$ cat config.mk
export PLATFORM = sky130hd
export DESIGN_NAME = pipe_rca_addsub
export DESIGN_NICKNAME = d
export VERILOG_FILES = /design/src/rtl/rca_pkg.sv /design/src/rtl/rca_chunk.sv /design/src/rtl/pipe_rca_addsub.sv
export SDC_FILE = /design/constraint.sdc
export NUM_CORES = 1
export LEC_CHECK = 0
export ABC_AREA = 1
export BUFFER_PORTS_ARGS = -buffer_cell sky130_fd_sc_hd__clkbuf_2
export CORE_MARGIN = 2
export CORE_UTILIZATION = 57
export DETAILED_ROUTE_END_ITERATION = 8
export GPL_ROUTABILITY_DRIVEN = 0
export PLACE_DENSITY = 0.87
export SYNTH_ARGS = -nofsm -noshare
export SYNTH_HDL_FRONTEND = slang
export SYNTH_HIERARCHICAL = 1
export SYNTH_SLANG_ARGS = --single-unit
$ cat constraint.sdc
create_clock -name clk -period 3.5 [get_ports clk]
set_input_delay 0.35 -clock clk [delete_from_list [all_inputs] [get_ports clk]]
set_output_delay 0.35 -clock clk [all_outputs]
set_load 0.05 [all_outputs]
$ cat src/rtl/rca_pkg.sv
// Shared types and helpers for the pipelined ripple-carry adder/subtractor.
// Latency: n/a (declarations only).
// Backpressure: n/a.
package rca_pkg;

    typedef enum logic {
        OP_ADD = 1'b0,
        OP_SUB = 1'b1
    } op_e;

    // Width of one carry-chain chunk. A bad stage count yields the full width so
    // that elaboration reaches the parameter check instead of dividing by zero.
    function automatic int chunk_width(int width, int stages);
        return (stages < 1) ? width : width / stages;
    endfunction

endpackage

$ cat src/rtl/rca_chunk.sv
// CW-bit ripple chain of 1-bit full adders: sum = a + b + cin, cout = carry out.
// Latency: purely combinational.
// Backpressure: none, no state.
module rca_chunk
    import rca_pkg::*;
#(
    parameter int CW = 4
) (
    input  logic [CW-1:0] a,
    input  logic [CW-1:0] b,
    input  logic          cin,
    output logic [CW-1:0] sum,
    output logic          cout
);

    logic [CW:0] carry;

    assign carry[0] = cin;

    for (genvar i = 0; i < CW; i++) begin : g_fa
        assign sum[i]     = a[i] ^ b[i] ^ carry[i];
        assign carry[i+1] = (a[i] & b[i]) | (carry[i] & (a[i] ^ b[i]));
    end

    assign cout = carry[CW];

endmodule

$ cat src/rtl/pipe_rca_addsub.sv
// Pipelined ripple-carry add/sub: one CW-bit carry chunk per stage, carries registered between.
// Latency: STAGES cycles from accept to out_valid; throughput 1 op/cycle.
// Backpressure: whole pipe freezes when out_valid && !out_ready; in_ready mirrors the advance enable.
module pipe_rca_addsub
    import rca_pkg::*;
#(
    parameter int WIDTH  = 16,
    parameter int STAGES = 4
) (
    input  logic             clk,
    input  logic             rst,
    input  logic             in_valid,
    output logic             in_ready,
    input  logic [WIDTH-1:0] in_a,
    input  logic [WIDTH-1:0] in_b,
    input  op_e              in_op,
    output logic             out_valid,
    input  logic             out_ready,
    output logic [WIDTH:0]   out_result,
    output logic             out_ovf
);

    localparam int CW = chunk_width(WIDTH, STAGES);

    if ((STAGES < 1) || ((WIDTH % ((STAGES < 1) ? 1 : STAGES)) != 0)) begin : g_param_check
        $error("pipe_rca_addsub: WIDTH must be a multiple of STAGES and STAGES >= 1");
    end

    // Single enable for every stage: the pipe moves unless a result is stuck at the output.
    logic adv;
    assign adv      = ~out_valid | out_ready;
    assign in_ready = adv;

    // Subtraction folds into the stage-0 operand: A - B = A + ~B + 1. After this point the
    // op is fully encoded in B' and the carry chain, so no later stage needs it.
    logic [WIDTH-1:0] b_eff;
    logic             cin0;
    assign b_eff = (in_op == OP_SUB) ? ~in_b : in_b;
    assign cin0  = (in_op == OP_SUB);

    for (genvar k = 0; k < STAGES; k++) begin : g_stage
        localparam int LO  = k * CW;      // sum bits already finished before this stage
        localparam int REM = WIDTH - LO;  // operand bits not yet consumed, this chunk at bit 0

        logic [REM-1:0]   a_i;
        logic [REM-1:0]   b_i;
        logic             c_i;
        logic             v_i;
        logic [CW-1:0]    s_chunk;
        logic             c_chunk;
        logic [LO+CW-1:0] s_i;            // finished low sum bits including this chunk

        if (k == 0) begin : g_src
            assign a_i = in_a;
            assign b_i = b_eff;
            assign c_i = cin0;
            assign v_i = in_valid;
            assign s_i = s_chunk;
        end else begin : g_src
            assign a_i = g_stage[k-1].g_reg.a_q;
            assign b_i = g_stage[k-1].g_reg.b_q;
            assign c_i = g_stage[k-1].g_reg.c_q;
            assign v_i = g_stage[k-1].g_reg.v_q;
            assign s_i = {s_chunk, g_stage[k-1].g_reg.s_q};
        end

        rca_chunk #(.CW(CW)) u_chunk (
            .a    (a_i[CW-1:0]),
            .b    (b_i[CW-1:0]),
            .cin  (c_i),
            .sum  (s_chunk),
            .cout (c_chunk)
        );

        if (k < STAGES - 1) begin : g_reg
            logic [REM-CW-1:0] a_q;
            logic [REM-CW-1:0] b_q;
            logic [LO+CW-1:0]  s_q;
            logic              c_q;
            logic              v_q;

            // Hand the chunk carry, skewed low sum and unused upper operands to the next stage.
            always_ff @(posedge clk) begin
                if (rst) begin
                    v_q <= 1'b0;
                    c_q <= 1'b0;
                    a_q <= '0;
                    b_q <= '0;
                    s_q <= '0;
                end else if (adv) begin
                    v_q <= v_i;
                    c_q <= c_chunk;
                    a_q <= a_i[REM-1:CW];
                    b_q <= b_i[REM-1:CW];
                    s_q <= s_i;
                end
            end
        end else begin : g_out
            // Signed overflow: operands agree in sign but the sum does not.
            logic ovf;
            assign ovf = (a_i[CW-1] == b_i[CW-1]) && (s_chunk[CW-1] != a_i[CW-1]);

            // Output register; data only updates on a valid slot so bubbles never overwrite it.
            always_ff @(posedge clk) begin
                if (rst) begin
                    out_valid  <= 1'b0;
                    out_result <= '0;
                    out_ovf    <= 1'b0;
                end else if (adv) begin
                    out_valid <= v_i;
                    if (v_i) begin
                        out_result <= {c_chunk, s_i};
                        out_ovf    <= ovf;
                    end
                end
            end
        end
    end

endmodule

==> report_table.html, run 1 <==
<table>
<tr><th>Metric</th><th>Value</th></tr>
<tr><th colspan="2">Status</th></tr>
<tr><td>Outcome</td><td>complete, no violations</td></tr>
<tr><th colspan="2">Clock tree</th></tr>
<tr><td>CTS tree</td><td>yes</td></tr>
<tr><td>Insertion delay of the later-clocked pin in the worst-skew pair</td><td>0.35 ns</td></tr>
<tr><td>Number of CTS-inserted buffers</td><td>9</td></tr>
<tr><td>Buffers from clock root to sink, at most</td><td>2</td></tr>
<tr><td>Clk sinks</td><td>97</td></tr>
<tr><td>Root Buffer Master</td><td>sky130_fd_sc_hd__clkbuf_8</td></tr>
<tr><td>Clock H-tree levels</td><td>3</td></tr>
<tr><td>Resize count post-CTS</td><td>0</td></tr>
<tr><td>Register clock-pin slew on the reported worst setup and hold paths</td><td>0.08 ns</td></tr>
<tr><td>Setup bufs post-CTS</td><td>0</td></tr>
<tr><td>Cts hold-fix bufs</td><td>0</td></tr>
<tr><th colspan="2">Floorplan</th></tr>
<tr><td>Top-level I/O count</td><td>57</td></tr>
<tr><td>Initial core utilization</td><td>58.9%</td></tr>
<tr><td>Horizontal die dimension</td><td>88.0 µm</td></tr>
<tr><td>Total number of placement rows</td><td>30</td></tr>
<tr><td>Core Box Area</td><td>0.00683 mm²</td></tr>
<tr><td>Die extent in y</td><td>88.0 µm</td></tr>
<tr><td>Die area</td><td>a little under 0.008 mm²</td></tr>
<tr><th colspan="2">Worst setup path</th></tr>
<tr><td>Arrival time at the worst endpoint</td><td>2.75 ns</td></tr>
<tr><td>Worst setup path category</td><td>primary input to flip-flop</td></tr>
<tr><td>Kind of capture point of the worst setup path</td><td>flip-flop</td></tr>
<tr><td>Maximum fanout count along the critical path</td><td>17</td></tr>
<tr><td>Required time reported for the critical path endpoint</td><td>3.79 ns</td></tr>
<tr><td>Kind of launch point of the worst setup path</td><td>primary input</td></tr>
<tr><th colspan="2">Route</th></tr>
<tr><td>Detailed-route DRC error count</td><td>0</td></tr>
<tr><td>Routed wire per std cell</td><td>11.4 µm</td></tr>
<tr><td>DR vias</td><td>3080</td></tr>
<tr><td>Detailed-route vias per instance</td><td>4.89</td></tr>
<tr><td>DRT Wirelength</td><td>7200 µm</td></tr>
<tr><td>Count of routing violations after the opening detailed-route iteration</td><td>228</td></tr>
<tr><td>Drt pass-1 iters</td><td>4</td></tr>
<tr><td>Count of nets left with antenna violations after detail routing</td><td>0</td></tr>
<tr><th colspan="2">Final layout</th></tr>
<tr><td>Most common cell after layout, fill and taps aside</td><td>sky130_fd_sc_hd__nor2_1</td></tr>
<tr><td>Area Overhead vs Synth</td><td>9.76%</td></tr>
<tr><td>FILL cells</td><td>between 600 and 700</td></tr>
<tr><td>Multi-input gate area in the final layout</td><td>0.00168 mm²</td></tr>
<tr><td>Share of post-route cells with drive strength above 1</td><td>between 10% and 20%</td></tr>
<tr><td>Final #Nets</td><td>582</td></tr>
<tr><td>FF/Latch Area</td><td>roughly 0.0019 mm²</td></tr>
<tr><td>Post-Route Utilization</td><td>64.7%</td></tr>
<tr><td>Diodes inserted</td><td>0</td></tr>
<tr><td>Commonest cells after routing, fill and taps aside</td><td>sky130_fd_sc_hd__nor2_1, sky130_fd_sc_hd__dfxtp_1, sky130_fd_sc_hd__o21ai_0</td></tr>
<tr><th colspan="2">Synth</th></tr>
<tr><td>Sequential-to-total area share from yosys stat</td><td>between 40% and 50%</td></tr>
<tr><td>Post-synthesis net count</td><td>543</td></tr>
<tr><td>Synth cell types</td><td>23</td></tr>
<tr><td>Number of standard cells after synthesis</td><td>490</td></tr>
<tr><td>Ys Warns</td><td>6</td></tr>
<tr><td>Synth area leader</td><td>sky130_fd_sc_hd__dfxtp_1</td></tr>
<tr><td>Main area contributors after synthesis</td><td>sky130_fd_sc_hd__dfxtp_1, sky130_fd_sc_hd__nor2_1, sky130_fd_sc_hd__fa_1, sky130_fd_sc_hd__o21ai_0, sky130_fd_sc_hd__o21ai_1</td></tr>
<tr><td>Mean Syn Cell Area</td><td>roughly 8.2 µm²</td></tr>
<tr><td>Netlist Area Pre-Place</td><td>between 0.004 and 0.005 mm²</td></tr>
<tr><td>Flop and latch count out of synthesis</td><td>97</td></tr>
<tr><td>Post-synth top area share</td><td>48.3%</td></tr>
<tr><th colspan="2">GRT</th></tr>
<tr><td>Wire length of the first global-routing pass</td><td>12100 µm</td></tr>
<tr><td>Remaining Overflow, GRT</td><td>0</td></tr>
<tr><td>Pin count of the biggest net entering global routing</td><td>97</td></tr>
<tr><td>Overall routing resource usage</td><td>20.0%</td></tr>
<tr><td>Number of antenna violations at the first check in global routing</td><td>0</td></tr>
<tr><td>Via count of the first global-routing pass</td><td>2746</td></tr>
<tr><th colspan="2">STA</th></tr>
<tr><td>Setup-violating endpoint count in the final report</td><td>0</td></tr>
<tr><td>Setup total negative slack</td><td>0 ns</td></tr>
<tr><td>Number of slew-limit violations in the final report</td><td>0</td></tr>
<tr><td>Final Hold Violating Endpoints</td><td>0</td></tr>
<tr><td>RSZ-0062 raised after global routing</td><td>no</td></tr>
<tr><td>Measured slew at the worst slew-check pin</td><td>1.19 ns</td></tr>
<tr><td>Final critical-path required period</td><td>2.46 ns</td></tr>
<tr><td>Post-route clock period utilization</td><td>70.3%</td></tr>
<tr><td>Normalized max-slew margin</td><td>20.9%</td></tr>
<tr><td>Skew final</td><td>0.00744 ns</td></tr>
<tr><td>Maximum clock frequency</td><td>between 400 and 500 MHz</td></tr>
<tr><td>Hold Slack</td><td>0.198 ns</td></tr>
<tr><th colspan="2">Power</th></tr>
<tr><td>Leakage power summed over all cells</td><td>1.92 nW</td></tr>
<tr><td>Post-layout power</td><td>0.00225 W</td></tr>
<tr><td>P per Cell Area</td><td>a little over 500 mW/mm²</td></tr>
<tr><td>Worst ir drop on vdd</td><td>about 0.26 mV</td></tr>
<tr><th colspan="2">Job</th></tr>
<tr><td>Max cap viols</td><td>0</td></tr>
<tr><th colspan="2">Min path</th></tr>
<tr><td>Worst hold path class</td><td>primary input to flip-flop</td></tr>
<tr><th colspan="2">Placed design</th></tr>
<tr><td>Post-detail-place hpwl</td><td>approximately 4700 µm</td></tr>
<tr><td>Total of buffers placed on input and output ports</td><td>56</td></tr>
</table>
-- power by group --
group / internal [W] / leakage [nW] / switching [W]
logic: 0.000118 / 1.03 / 0.000191
registers: 0.00119 / 0.799 / 0.0000463
clock network: 0.000349 / 0.0974 / 0.000352
-- kinds of logic (layout without fill, tap and decap cells) --
group                    count (synthesis)  count (layout)  share of synthesized area (%)
flip-flops                              97              97                           48.3
adder cells (fa/ha/maj)                 16              16                           7.96
AO/OA/AOI/OAI                          109             109                           13.7
XOR/XNOR                                16              16                           3.48
buffers and inverters                   78             122                           9.89
AND/OR/NAND/NOR                        174             174                           16.8
-- registers in the layout, summed over array words and instances (netlist names) --
signal,cells
g_stage.g_reg.b_q,24
out_result,17
g_stage.g_reg.v_q,3
out_ovf,1
g_stage.g_reg.a_q,24
g_stage.g_reg.c_q,3
g_stage.g_reg.s_q,24
out_valid,1
-- worst paths after layout --
kind	startpoint	endpoint	slack, ns	cells past startpoint
worst max-delay path	in_op	g_stage[0].g_reg.s_q[3]	1.04	12
worst min-delay path	rst	out_valid	0.20	2
worst max register to register	g_stage[2].g_reg.a_q[0]	out_ovf	1.09	13
worst min register to register	out_result[10]	out_result[10]	0.49	2
-- metal layers --
| metal | vias up | global-route usage, % | part of all wire [%] |
|---|---|---|---|
| met3 | 11 | 3.02 | 4.7 |
| met5 | - | 0 | 0 |
| li1 | 1603 | - | - |
| met2 | 78 | 30.9 | 44 |
| met1 | 1388 | 27.6 | 50 |
| met4 | 0 | 10.2 | 1.9 |
-- stage by stage --
step	area [µm²]	worst slack (ns)	std cells
after floorplan	4020	0.963	490
after global placement	4230	0.810	614
after detailed placement	4230	0.651	614
after CTS	4420	1.02	630
after global routing	4420	0.827	630
final	4420	1.04	630
-- area by class of cell --
type	instances	share of cell area, %
sequential	97	44.0
multi-input combinational	315	38.1
timing repair buffer	59	6.86
inverter	47	4.05
clock buffer	13	3.37
tap	96	2.72
clock inverter	3	0.907
-- worst max-delay path: stages --
cell                       delay (ns)
sky130_fd_sc_hd__clkbuf_2        0.32
sky130_fd_sc_hd__xor2_1          0.28
sky130_fd_sc_hd__fa_1            0.42
sky130_fd_sc_hd__inv_1           0.08
sky130_fd_sc_hd__fa_1            0.16
sky130_fd_sc_hd__inv_1           0.06
sky130_fd_sc_hd__fa_1            0.37
sky130_fd_sc_hd__inv_1           0.08
sky130_fd_sc_hd__fa_1            0.41
sky130_fd_sc_hd__inv_1           0.07
sky130_fd_sc_hd__nor2_1          0.04
sky130_fd_sc_hd__nor2_1          0.12
-- Yosys cell counts --
cell,n
sky130_fd_sc_hd__inv_1,43
sky130_fd_sc_hd__a21oi_1,13
sky130_fd_sc_hd__nand2_2,1
sky130_fd_sc_hd__nand2_4,1
sky130_fd_sc_hd__nor3_1,1
sky130_fd_sc_hd__dfxtp_1,97
sky130_fd_sc_hd__nand3_1,2
sky130_fd_sc_hd__buf_1,1
sky130_fd_sc_hd__nor2_4,1
sky130_fd_sc_hd__a21oi_2,1
sky130_fd_sc_hd__buf_6,10
sky130_fd_sc_hd__inv_4,1
sky130_fd_sc_hd__o21ai_1,36
sky130_fd_sc_hd__buf_2,7
sky130_fd_sc_hd__buf_4,5
sky130_fd_sc_hd__xnor2_1,12
sky130_fd_sc_hd__nor2_1,166
sky130_fd_sc_hd__inv_2,3
sky130_fd_sc_hd__o21ai_0,59
sky130_fd_sc_hd__clkbuf_1,8
sky130_fd_sc_hd__fa_1,16
sky130_fd_sc_hd__xor2_1,4
sky130_fd_sc_hd__nand2_1,2
Power figures use the tool's default switching activity.
==> run 2, diff against run 1 <==
ABC_AREA = 0   (was 1)
CORE_UTILIZATION = 51   (was 57)
PLACE_DENSITY = 0.83   (was 0.87)
clock period = 2.1 ns   (was 3.5 ns; I/O delays follow)
==> run 2 against run 1 <==
Compared with the run above:
- the flow now finishes with violations (negative setup slack)
- clock-buffer cell count decreased by 1
- critical path depth shrank 1
- non-clock buffer count rose by 9
- critical endpoint is now out_ovf
- sequential power increased by 62%
- utilization decreased by 4.4 points
- cell count up 0.95%
- via count is 2.7% higher
- flip-flop and latch count unchanged
- worst hold slack got worse by 0.12 ns
- total power grew 60%
- clock power is 70% higher
- sequential share of layout area is 2.3 points lower
==> report_table.html, run 2 <==
<table>
<tr><th>Metric</th><th>Value</th></tr>
<tr><th colspan="2">STA</th></tr>
<tr><td>Minimum setup slack in the final design</td><td>-0.276 ns</td></tr>
<tr><td>Post-route clock period utilization</td><td>113%</td></tr>
<tr><td>Skew final</td><td>between 0.004 and 0.005 ns</td></tr>
<tr><td>Final critical-path required period</td><td>between 2 and 2.5 ns</td></tr>
<tr><td>Measured slew at the worst slew-check pin</td><td>0.793 ns</td></tr>
<tr><td>Final Hold Violating Endpoints</td><td>0</td></tr>
<tr><td>RSZ-0062 raised after global routing</td><td>yes</td></tr>
<tr><td>Maximum clock frequency</td><td>approximately 420 MHz</td></tr>
<tr><td>Setup-violating endpoint count in the final report</td><td>4</td></tr>
<tr><td>Number of slew-limit violations in the final report</td><td>0</td></tr>
<tr><td>Hold Slack</td><td>0.0796 ns</td></tr>
<tr><td>Normalized max-slew margin</td><td>47.1%</td></tr>
<tr><th colspan="2">Power</th></tr>
<tr><td>Leakage power summed over all cells</td><td>1.93 nW</td></tr>
<tr><td>Internal Pwr Total</td><td>0.00272 W</td></tr>
<tr><td>P per Cell Area</td><td>roughly 770 mW/mm²</td></tr>
<tr><td>Switching share of power</td><td>between 20 and 25%</td></tr>
<tr><td>Register share of total power</td><td>roughly 56%</td></tr>
<tr><td>Worst ir drop on vdd</td><td>approximately 0.35 mV</td></tr>
<tr><td>Switching power</td><td>0.000863 W</td></tr>
<tr><td>Relative contribution of the clock network to total power</td><td>33.2%</td></tr>
<tr><td>Combinational Power Share</td><td>10.8%</td></tr>
<tr><th colspan="2">Worst setup path</th></tr>
<tr><td>Maximum cell stage delay along the critical path</td><td>0.41 ns</td></tr>
<tr><td>Depth of the critical timing path with buffers and inverters included</td><td>11</td></tr>
<tr><td>Maximum fanout count along the critical path</td><td>2</td></tr>
<tr><td>Required time reported for the critical path endpoint</td><td>2.32 ns</td></tr>
<tr><td>Buffers plus inverters on the worst setup path</td><td>4</td></tr>
<tr><td>End of the worst register-to-register path</td><td>out_ovf</td></tr>
<tr><td>Kind of capture point of the worst setup path</td><td>flip-flop</td></tr>
<tr><td>Endpoint of the most critical setup path</td><td>out_ovf</td></tr>
<tr><td>Cell type group with the largest total delay on the critical path</td><td>adder cells</td></tr>
<tr><td>Worst reg2reg path depth</td><td>11</td></tr>
<tr><td>Worst setup path start</td><td>g_stage[2].g_reg.c_q</td></tr>
<tr><td>Startpoint of the worst-slack reg-to-reg timing path</td><td>g_stage[2].g_reg.c_q</td></tr>
<tr><td>R2R setup slack</td><td>-0.28 ns</td></tr>
<tr><td>Cell type of the slowest stage on the worst timing path</td><td>sky130_fd_sc_hd__fa_1</td></tr>
<tr><td>Worst setup path category</td><td>flip-flop to flip-flop</td></tr>
<tr><td>Kind of launch point of the worst setup path</td><td>flip-flop</td></tr>
<tr><td>Most prevalent standard cell on the critical path</td><td>sky130_fd_sc_hd__inv_2</td></tr>
<tr><td>Arrival time at the worst endpoint</td><td>2.60 ns</td></tr>
<tr><td>Critical path cell sequence</td><td>fa_2 -&gt; inv_2 -&gt; fa_2 -&gt; inv_2 -&gt; fa_2 -&gt; inv_2 -&gt; fa_1 -&gt; inv_2 -&gt; and3b_1 -&gt; a21oi_1 -&gt; a311oi_1</td></tr>
<tr><th colspan="2">Final layout</th></tr>
<tr><td>Share of post-route cells with drive strength above 1</td><td>23.6%</td></tr>
<tr><td>Post-Route Utilization</td><td>between 60% and 70%</td></tr>
<tr><td>FILL cells</td><td>702</td></tr>
<tr><td>Final #Nets</td><td>a little under 600</td></tr>
<tr><td>FF/Latch Area</td><td>about 0.0019 mm²</td></tr>
<tr><td>Commonest cells after routing, fill and taps aside</td><td>sky130_fd_sc_hd__nand2_1, sky130_fd_sc_hd__dfxtp_1, sky130_fd_sc_hd__a21oi_1</td></tr>
<tr><td>Area Overhead vs Synth</td><td>13.6%</td></tr>
<tr><td>Multi-input gate area in the final layout</td><td>roughly 0.0018 mm²</td></tr>
<tr><td>Most common cell after layout, fill and taps aside</td><td>sky130_fd_sc_hd__nand2_1</td></tr>
<tr><td>Registers with the most flip-flops</td><td>g_stage.g_reg.a_q x24, g_stage.g_reg.b_q x24, g_stage.g_reg.s_q x24</td></tr>
<tr><td>Diodes inserted</td><td>0</td></tr>
<tr><th colspan="2">GRT</th></tr>
<tr><td>Number of antenna violations at the first check in global routing</td><td>0</td></tr>
<tr><td>Remaining Overflow, GRT</td><td>0</td></tr>
<tr><td>Wire length of the first global-routing pass</td><td>13200 µm</td></tr>
<tr><td>Overall routing resource usage</td><td>18.9%</td></tr>
<tr><td>Via count of the first global-routing pass</td><td>about 3100</td></tr>
<tr><td>Pin count of the biggest net entering global routing</td><td>84</td></tr>
<tr><th colspan="2">Status</th></tr>
<tr><td>Outcome</td><td>finished with violations</td></tr>
<tr><td>Violated checks</td><td>negative setup slack</td></tr>
<tr><th colspan="2">Route</th></tr>
<tr><td>DR vias</td><td>3164</td></tr>
<tr><td>DRT Wirelength</td><td>7780 µm</td></tr>
<tr><td>Count of routing violations after the opening detailed-route iteration</td><td>156</td></tr>
<tr><td>Drt pass-1 iters</td><td>4</td></tr>
<tr><td>Detailed-route vias per instance</td><td>4.97</td></tr>
<tr><td>Detailed-route DRC error count</td><td>0</td></tr>
<tr><td>Count of nets left with antenna violations after detail routing</td><td>0</td></tr>
<tr><td>Routed wire per std cell</td><td>12.2 µm</td></tr>
<tr><th colspan="2">Clock tree</th></tr>
<tr><td>Buffers from clock root to sink, at most</td><td>2</td></tr>
<tr><td>Clock H-tree levels</td><td>3</td></tr>
<tr><td>Insertion delay of the later-clocked pin in the worst-skew pair</td><td>roughly 0.35 ns</td></tr>
<tr><td>Number of CTS-inserted buffers</td><td>9</td></tr>
<tr><td>Setup bufs post-CTS</td><td>0</td></tr>
<tr><td>Clk sinks</td><td>97</td></tr>
<tr><td>Cts hold-fix bufs</td><td>0</td></tr>
<tr><td>Root Buffer Master</td><td>sky130_fd_sc_hd__clkbuf_8</td></tr>
<tr><td>Register clock-pin slew on the reported worst setup and hold paths</td><td>0.09 ns</td></tr>
<tr><td>CTS tree</td><td>yes</td></tr>
<tr><th colspan="2">Synth</th></tr>
<tr><td>Number of standard cells after synthesis</td><td>~490</td></tr>
<tr><td>Sequential-to-total area share from yosys stat</td><td>47.1%</td></tr>
<tr><td>Synth area leader</td><td>sky130_fd_sc_hd__dfxtp_1</td></tr>
<tr><td>Ys Warns</td><td>6</td></tr>
<tr><td>Most common flop cell mapped by yosys</td><td>sky130_fd_sc_hd__dfxtp_1</td></tr>
<tr><td>Main area contributors after synthesis</td><td>sky130_fd_sc_hd__dfxtp_1, sky130_fd_sc_hd__nand2_1, sky130_fd_sc_hd__a21oi_1, sky130_fd_sc_hd__fa_1, sky130_fd_sc_hd__inv_1</td></tr>
<tr><td>Synth cell types</td><td>20</td></tr>
<tr><td>Post-synth EDFFs</td><td>0</td></tr>
<tr><td>Mean Syn Cell Area</td><td>roughly 8.4 µm²</td></tr>
<tr><td>Most used standard cell by instance count after synthesis</td><td>sky130_fd_sc_hd__nand2_1</td></tr>
<tr><td>Post-synthesis net count</td><td>541</td></tr>
<tr><td>Flop and latch count out of synthesis</td><td>97</td></tr>
<tr><td>Netlist Area Pre-Place</td><td>0.00412 mm²</td></tr>
<tr><td>Post-synth top area share</td><td>47.1%</td></tr>
<tr><td>Share of async-settable or async-resettable flops after synthesis</td><td>0%</td></tr>
<tr><td>Leading post-synthesis cells by instance count</td><td>sky130_fd_sc_hd__nand2_1, sky130_fd_sc_hd__dfxtp_1, sky130_fd_sc_hd__a21oi_1</td></tr>
<tr><th colspan="2">Floorplan</th></tr>
<tr><td>Horizontal die dimension</td><td>~94 µm</td></tr>
<tr><td>Die area</td><td>just under 0.009 mm²</td></tr>
<tr><td>Core Box Area</td><td>0.00777 mm²</td></tr>
<tr><td>Die extent in y</td><td>93.9 µm</td></tr>
<tr><td>Total number of placement rows</td><td>32</td></tr>
<tr><td>Initial core utilization</td><td>between 50% and 60%</td></tr>
<tr><td>Top-level I/O count</td><td>57</td></tr>
<tr><th colspan="2">Min path</th></tr>
<tr><td>Critical hold path startpoint</td><td>in_a[14]</td></tr>
<tr><td>Worst hold path class</td><td>primary input to flip-flop</td></tr>
<tr><th colspan="2">Placed design</th></tr>
<tr><td>Post-detail-place hpwl</td><td>5300 µm</td></tr>
<tr><td>Total of buffers placed on input and output ports</td><td>56</td></tr>
<tr><th colspan="2">Job</th></tr>
<tr><td>Max cap viols</td><td>0</td></tr>
</table>
## run 2: metal layers
layer  vias to the layer above  GRT usage [%]  share of wire, %  routed length, µm
met3                         9           4.09               3.9                303
met4                         0           6.64               1.4                108
met1                      1466           24.4                48               3760
met2                        58           31.4                46               3610
met5                         -              0                 0                  0
li1                       1631              -                 -                  -
## run 2: worst reg2reg max path, delay by kind of cell (launching register included)
kind / cells / cell delay (ns)
simple gates: 1 / 0.17
buf+inv: 4 / 0.23
compound gates: 2 / 0.22
fa+ha+maj: 4 / 1.29
flops: 1 / 0.34
## run 2: cells by family (layout without fill, tap and decap cells)
logic type               count (synthesis)  after routing  share of synthesized area, %
adder cells (fa/ha/maj)                 16             16                          7.77
AND/OR/NAND/NOR                        164            164                          15.8
AO/OA/AOI/OAI                          116            116                          16.4
buffers and inverters                   79            125                          9.50
XOR/XNOR                                16             16                          3.40
flip-flops                              97             97                          47.1
## run 2: power by group through the flow
stage                     Combinational [W]  Clock [W]  Sequential (W)
after global placement             0.000364          0         0.00205
after CTS                          0.000384    0.00123         0.00201
after global routing               0.000443    0.00130         0.00202
after floorplan                    0.000263          0         0.00205
final                              0.000388    0.00119         0.00201
after detailed placement           0.000377          0         0.00205
## run 2: area by class of cell
cell class,count,share of cell area (%)
Inverter,42,3.40
Tap cell,102,2.73
Multi-Input combinational cell,312,39.1
Timing Repair Buffer,68,8.98
Clock inverter,3,0.856
Sequential cell,97,41.7
Clock buffer,12,3.32
## run 2: worst min-delay path by stage
stage                                to  slack, ns  cells past startpoint
3_5_place_dp       g_stage[1].g_reg.v_q       0.45                      2
4_1_cts        g_stage[0].g_reg.a_q[11]       0.06                      3
2_1_floorplan   g_stage[0].g_reg.a_q[0]       0.35                      2
5_1_grt        g_stage[0].g_reg.a_q[11]       0.06                      3
3_3_place_gp    g_stage[1].g_reg.s_q[7]       0.44                      2
6_report       g_stage[0].g_reg.a_q[10]       0.08                      3
## run 2: timing repair
| item | in CTS | in global routing |
|---|---|---|
| pin swaps | 7 | 6 |
| gates resized for setup | 13 | 6 |
| setup endpoints to repair | 4 | 5 |
## run 2: per-stage QoR
step | setup TNS, ns | setup WS [ns] | power (W) | instances | instance area [µm²]
floorplan | -0.343 | -0.178 | 0.00231 | 488 | 4150
global placement | -0.373 | -0.212 | 0.00241 | 621 | 4460
detailed placement | -0.674 | -0.280 | 0.00243 | 621 | 4460
CTS | -0.432 | -0.283 | 0.00362 | 636 | 4670
global route | -0.761 | -0.372 | 0.00377 | 636 | 4680
finish | -0.416 | -0.276 | 0.00359 | 636 | 4680
==> run 3, diff against run 2 <==
CELL_PAD_IN_SITES_DETAIL_PLACEMENT = 1   (was unset)
CELL_PAD_IN_SITES_GLOBAL_PLACEMENT = 1   (was unset)
CORE_UTILIZATION = 38   (was 51)
CTS_CLUSTER_SIZE = 8   (was unset)
PLACE_DENSITY = 0.82   (was 0.83)
==> run 3 against run 2 <==
Compared with the run above:
- the flow still finishes with violations (negative setup slack)
- clock power is 8% higher
- die area is 33% higher
- register-to-register slack gained 0.02 ns
- worst setup slack gained 0.023 ns
- combinational power is essentially flat
- global-route usage shrank 2.4 points
- design area up 0.96%
- worst hold slack worse by 0.0096 ns
- critical path depth stayed put
- sequential share of layout area down 0.42 points
- flip-flop and latch count unchanged
- first-iteration DRC count shrank 32%
==> report_table.html, run 3 (same netlist as run 2, synthesis figures left out) <==
<table>
<tr><th>Metric</th><th>Value</th></tr>
<tr><th colspan="2">STA</th></tr>
<tr><td>Final Hold Violating Endpoints</td><td>0</td></tr>
<tr><td>Number of slew-limit violations in the final report</td><td>0</td></tr>
<tr><td>RSZ-0062 raised after global routing</td><td>yes</td></tr>
<tr><td>Setup-violating endpoint count in the final report</td><td>3</td></tr>
<tr><td>Final critical-path required period</td><td>2.35 ns</td></tr>
<tr><td>Skew final</td><td>0.00562 ns</td></tr>
<tr><td>Normalized max-slew margin</td><td>roughly 48%</td></tr>
<tr><td>Measured slew at the worst slew-check pin</td><td>0.784 ns</td></tr>
<tr><td>Setup total negative slack</td><td>-0.428 ns</td></tr>
<tr><td>Maximum clock frequency</td><td>425 MHz</td></tr>
<tr><td>Minimum setup slack in the final design</td><td>-0.253 ns</td></tr>
<tr><td>Post-route clock period utilization</td><td>112%</td></tr>
<tr><th colspan="2">Floorplan</th></tr>
<tr><td>Die extent in y</td><td>108 µm</td></tr>
<tr><td>Initial core utilization</td><td>38.5%</td></tr>
<tr><td>Die area</td><td>0.0117 mm²</td></tr>
<tr><td>Total number of placement rows</td><td>38</td></tr>
<tr><td>Top-level I/O count</td><td>57</td></tr>
<tr><td>Horizontal die dimension</td><td>108 µm</td></tr>
<tr><td>Core Box Area</td><td>0.0107 mm²</td></tr>
<tr><th colspan="2">Route</th></tr>
<tr><td>DRT Wirelength</td><td>9010 µm</td></tr>
<tr><td>Detailed-route DRC error count</td><td>0</td></tr>
<tr><td>Count of nets left with antenna violations after detail routing</td><td>0</td></tr>
<tr><td>Drt pass-1 iters</td><td>4</td></tr>
<tr><td>Count of routing violations after the opening detailed-route iteration</td><td>106</td></tr>
<tr><td>DR vias</td><td>3202</td></tr>
<tr><td>Detailed-route vias per instance</td><td>4.74</td></tr>
<tr><td>Routed wire per std cell</td><td>about 13 µm</td></tr>
<tr><th colspan="2">Final layout</th></tr>
<tr><td>Share of post-route cells with drive strength above 1</td><td>23.2%</td></tr>
<tr><td>Diodes inserted</td><td>0</td></tr>
<tr><td>Registers with the most flip-flops</td><td>g_stage.g_reg.a_q x24, g_stage.g_reg.b_q x24, g_stage.g_reg.s_q x24</td></tr>
<tr><td>Most common cell after layout, fill and taps aside</td><td>sky130_fd_sc_hd__nand2_1</td></tr>
<tr><td>Commonest cells after routing, fill and taps aside</td><td>sky130_fd_sc_hd__nand2_1, sky130_fd_sc_hd__dfxtp_1, sky130_fd_sc_hd__a21oi_1</td></tr>
<tr><td>Area Overhead vs Synth</td><td>14.7%</td></tr>
<tr><td>Final #Nets</td><td>583</td></tr>
<tr><td>Final std cell area, no fill</td><td>around 0.0047 mm²</td></tr>
<tr><th colspan="2">Clock tree</th></tr>
<tr><td>Register clock-pin slew on the reported worst setup and hold paths</td><td>approximately 0.09 ns</td></tr>
<tr><td>Number of CTS-inserted buffers</td><td>9</td></tr>
<tr><td>Clock H-tree levels</td><td>3</td></tr>
<tr><td>CTS tree</td><td>yes</td></tr>
<tr><td>Clk sinks</td><td>97</td></tr>
<tr><td>Insertion delay of the later-clocked pin in the worst-skew pair</td><td>0.36 ns</td></tr>
<tr><td>Buffers from clock root to sink, at most</td><td>2</td></tr>
<tr><td>Cts hold-fix bufs</td><td>0</td></tr>
<tr><td>Root Buffer Master</td><td>sky130_fd_sc_hd__clkbuf_8</td></tr>
<tr><th colspan="2">Power</th></tr>
<tr><td>Worst ir drop on vdd</td><td>0.290 mV</td></tr>
<tr><td>Leakage power summed over all cells</td><td>roughly 1.9 nW</td></tr>
<tr><td>P per Cell Area</td><td>780 mW/mm²</td></tr>
<tr><th colspan="2">Worst setup path</th></tr>
<tr><td>Kind of capture point of the worst setup path</td><td>flip-flop</td></tr>
<tr><td>Most prevalent standard cell on the critical path</td><td>sky130_fd_sc_hd__inv_2</td></tr>
<tr><td>Cell type of the slowest stage on the worst timing path</td><td>sky130_fd_sc_hd__fa_1</td></tr>
<tr><td>Startpoint of the worst-slack reg-to-reg timing path</td><td>g_stage[2].g_reg.c_q</td></tr>
<tr><td>Critical path cell sequence</td><td>fa_2 -&gt; inv_2 -&gt; fa_2 -&gt; inv_2 -&gt; fa_2 -&gt; inv_2 -&gt; fa_1 -&gt; inv_2 -&gt; and3b_1 -&gt; a21oi_2 -&gt; a311oi_1</td></tr>
<tr><td>Maximum fanout count along the critical path</td><td>2</td></tr>
<tr><td>Required time reported for the critical path endpoint</td><td>2.33 ns</td></tr>
<tr><td>Buffers plus inverters on the worst setup path</td><td>4</td></tr>
<tr><td>Kind of launch point of the worst setup path</td><td>flip-flop</td></tr>
<tr><td>Maximum cell stage delay along the critical path</td><td>0.42 ns</td></tr>
<tr><td>Cell type group with the largest total delay on the critical path</td><td>adder cells</td></tr>
<tr><td>Arrival time at the worst endpoint</td><td>roughly 2.6 ns</td></tr>
<tr><td>Worst setup path start</td><td>g_stage[2].g_reg.c_q</td></tr>
<tr><td>Worst setup path category</td><td>flip-flop to flip-flop</td></tr>
<tr><th colspan="2">GRT</th></tr>
<tr><td>Number of antenna violations at the first check in global routing</td><td>0</td></tr>
<tr><td>Overall routing resource usage</td><td>16.5%</td></tr>
<tr><td>Via count of the first global-routing pass</td><td>3273</td></tr>
<tr><td>Remaining Overflow, GRT</td><td>0</td></tr>
<tr><td>Pin count of the biggest net entering global routing</td><td>84</td></tr>
<tr><td>Wire length of the first global-routing pass</td><td>15400 µm</td></tr>
<tr><th colspan="2">Placed design</th></tr>
<tr><td>Area after DPL</td><td>0.00449 mm²</td></tr>
<tr><td>Total of buffers placed on input and output ports</td><td>56</td></tr>
<tr><td>Post-detail-place hpwl</td><td>6140 µm</td></tr>
<tr><th colspan="2">Status</th></tr>
<tr><td>Outcome</td><td>finished with violations</td></tr>
<tr><td>Violated checks</td><td>negative setup slack</td></tr>
<tr><th colspan="2">Min path</th></tr>
<tr><td>Critical hold path startpoint</td><td>in_a[10]</td></tr>
<tr><td>Worst hold path class</td><td>primary input to flip-flop</td></tr>
<tr><th colspan="2">Job</th></tr>
<tr><td>Max cap viols</td><td>0</td></tr>
</table>
[run 3: cell count changes in the layout (fill, tap and decap cells not counted), sizes merged]
cell | before | now
bufinv | 1 | 2
clkbuf | 67 | 68
clkinv | 3 | 2
[run 3: worst register-to-register path: cells and delay by family (launching register included)]
kind,cells,cell delay (ns)
fa+ha+maj,4,1.30
buf+inv,4,0.23
flops,1,0.34
simple gates,1,0.18
compound gates,2,0.19
[run 3: final timing paths]
| kind | to | slack, ns | depth (start not counted) |
|---|---|---|---|
| worst min register to register | g_stage[0].g_reg.a_q[9] | 0.46 | 2 |
| worst min-delay path | g_stage[0].g_reg.a_q[6] | 0.07 | 3 |
| worst max register to register | out_ovf | -0.25 | 11 |
| worst max-delay path | out_ovf | -0.25 | 11 |
[run 3: per-stage QoR]
| step | hold WS [ns] | cells | power, W | utilization (%) | setup WS, ns |
|---|---|---|---|---|---|
| 2_1_floorplan | 0.350 | 488 | 0.00231 | - | -0.178 |
| 4_1_cts | 0.0634 | 675 | 0.00372 | 44.2 | -0.274 |
| 3_3_place_gp | 0.442 | 658 | 0.00241 | 42.0 | -0.198 |
| 6_report | 0.0700 | 675 | 0.00368 | 44.2 | -0.253 |
| 5_1_grt | 0.0665 | 675 | 0.00387 | 44.2 | -0.368 |
| 3_5_place_dp | 0.448 | 658 | 0.00244 | 42.0 | -0.286 |
[run 3: final cells by class]
type | count | area (µm²)
Inverter | 42 | 159
Fill cell | 1294 | 5970
Timing Repair Buffer | 68 | 410
Clock inverter | 3 | 65.1
Sequential cell | 97 | 1950
Multi-Input combinational cell | 312 | 1830
Tap cell | 140 | 175
Clock buffer | 13 | 139
[run 3: power by group]
group / switching (W) / internal, W / leakage [nW]
Combinational: 0.000221 / 0.000169 / 1.03
Sequential: 0.0000630 / 0.00195 / 0.798
Clock: 0.000611 / 0.000672 / 0.102
Total: 0.000895 / 0.00279 / 1.93
[run 3: timing repair]
item                                    CTS  global route
gates resized for setup                  16             3
pin swaps                                 4             2
setup buffers                             1             0
endpoints found under the setup margin    4             5
hold endpoints to repair                  0             0
[run 3: per-layer routing]
layer	vias to the layer above	part of all wire (%)	track usage (%)
li1	1628	-	-
met1	1514	48	21.7
met2	50	48	27.3
met3	10	3.4	3.32
met4	0	1.3	5.31
met5	-	0	0
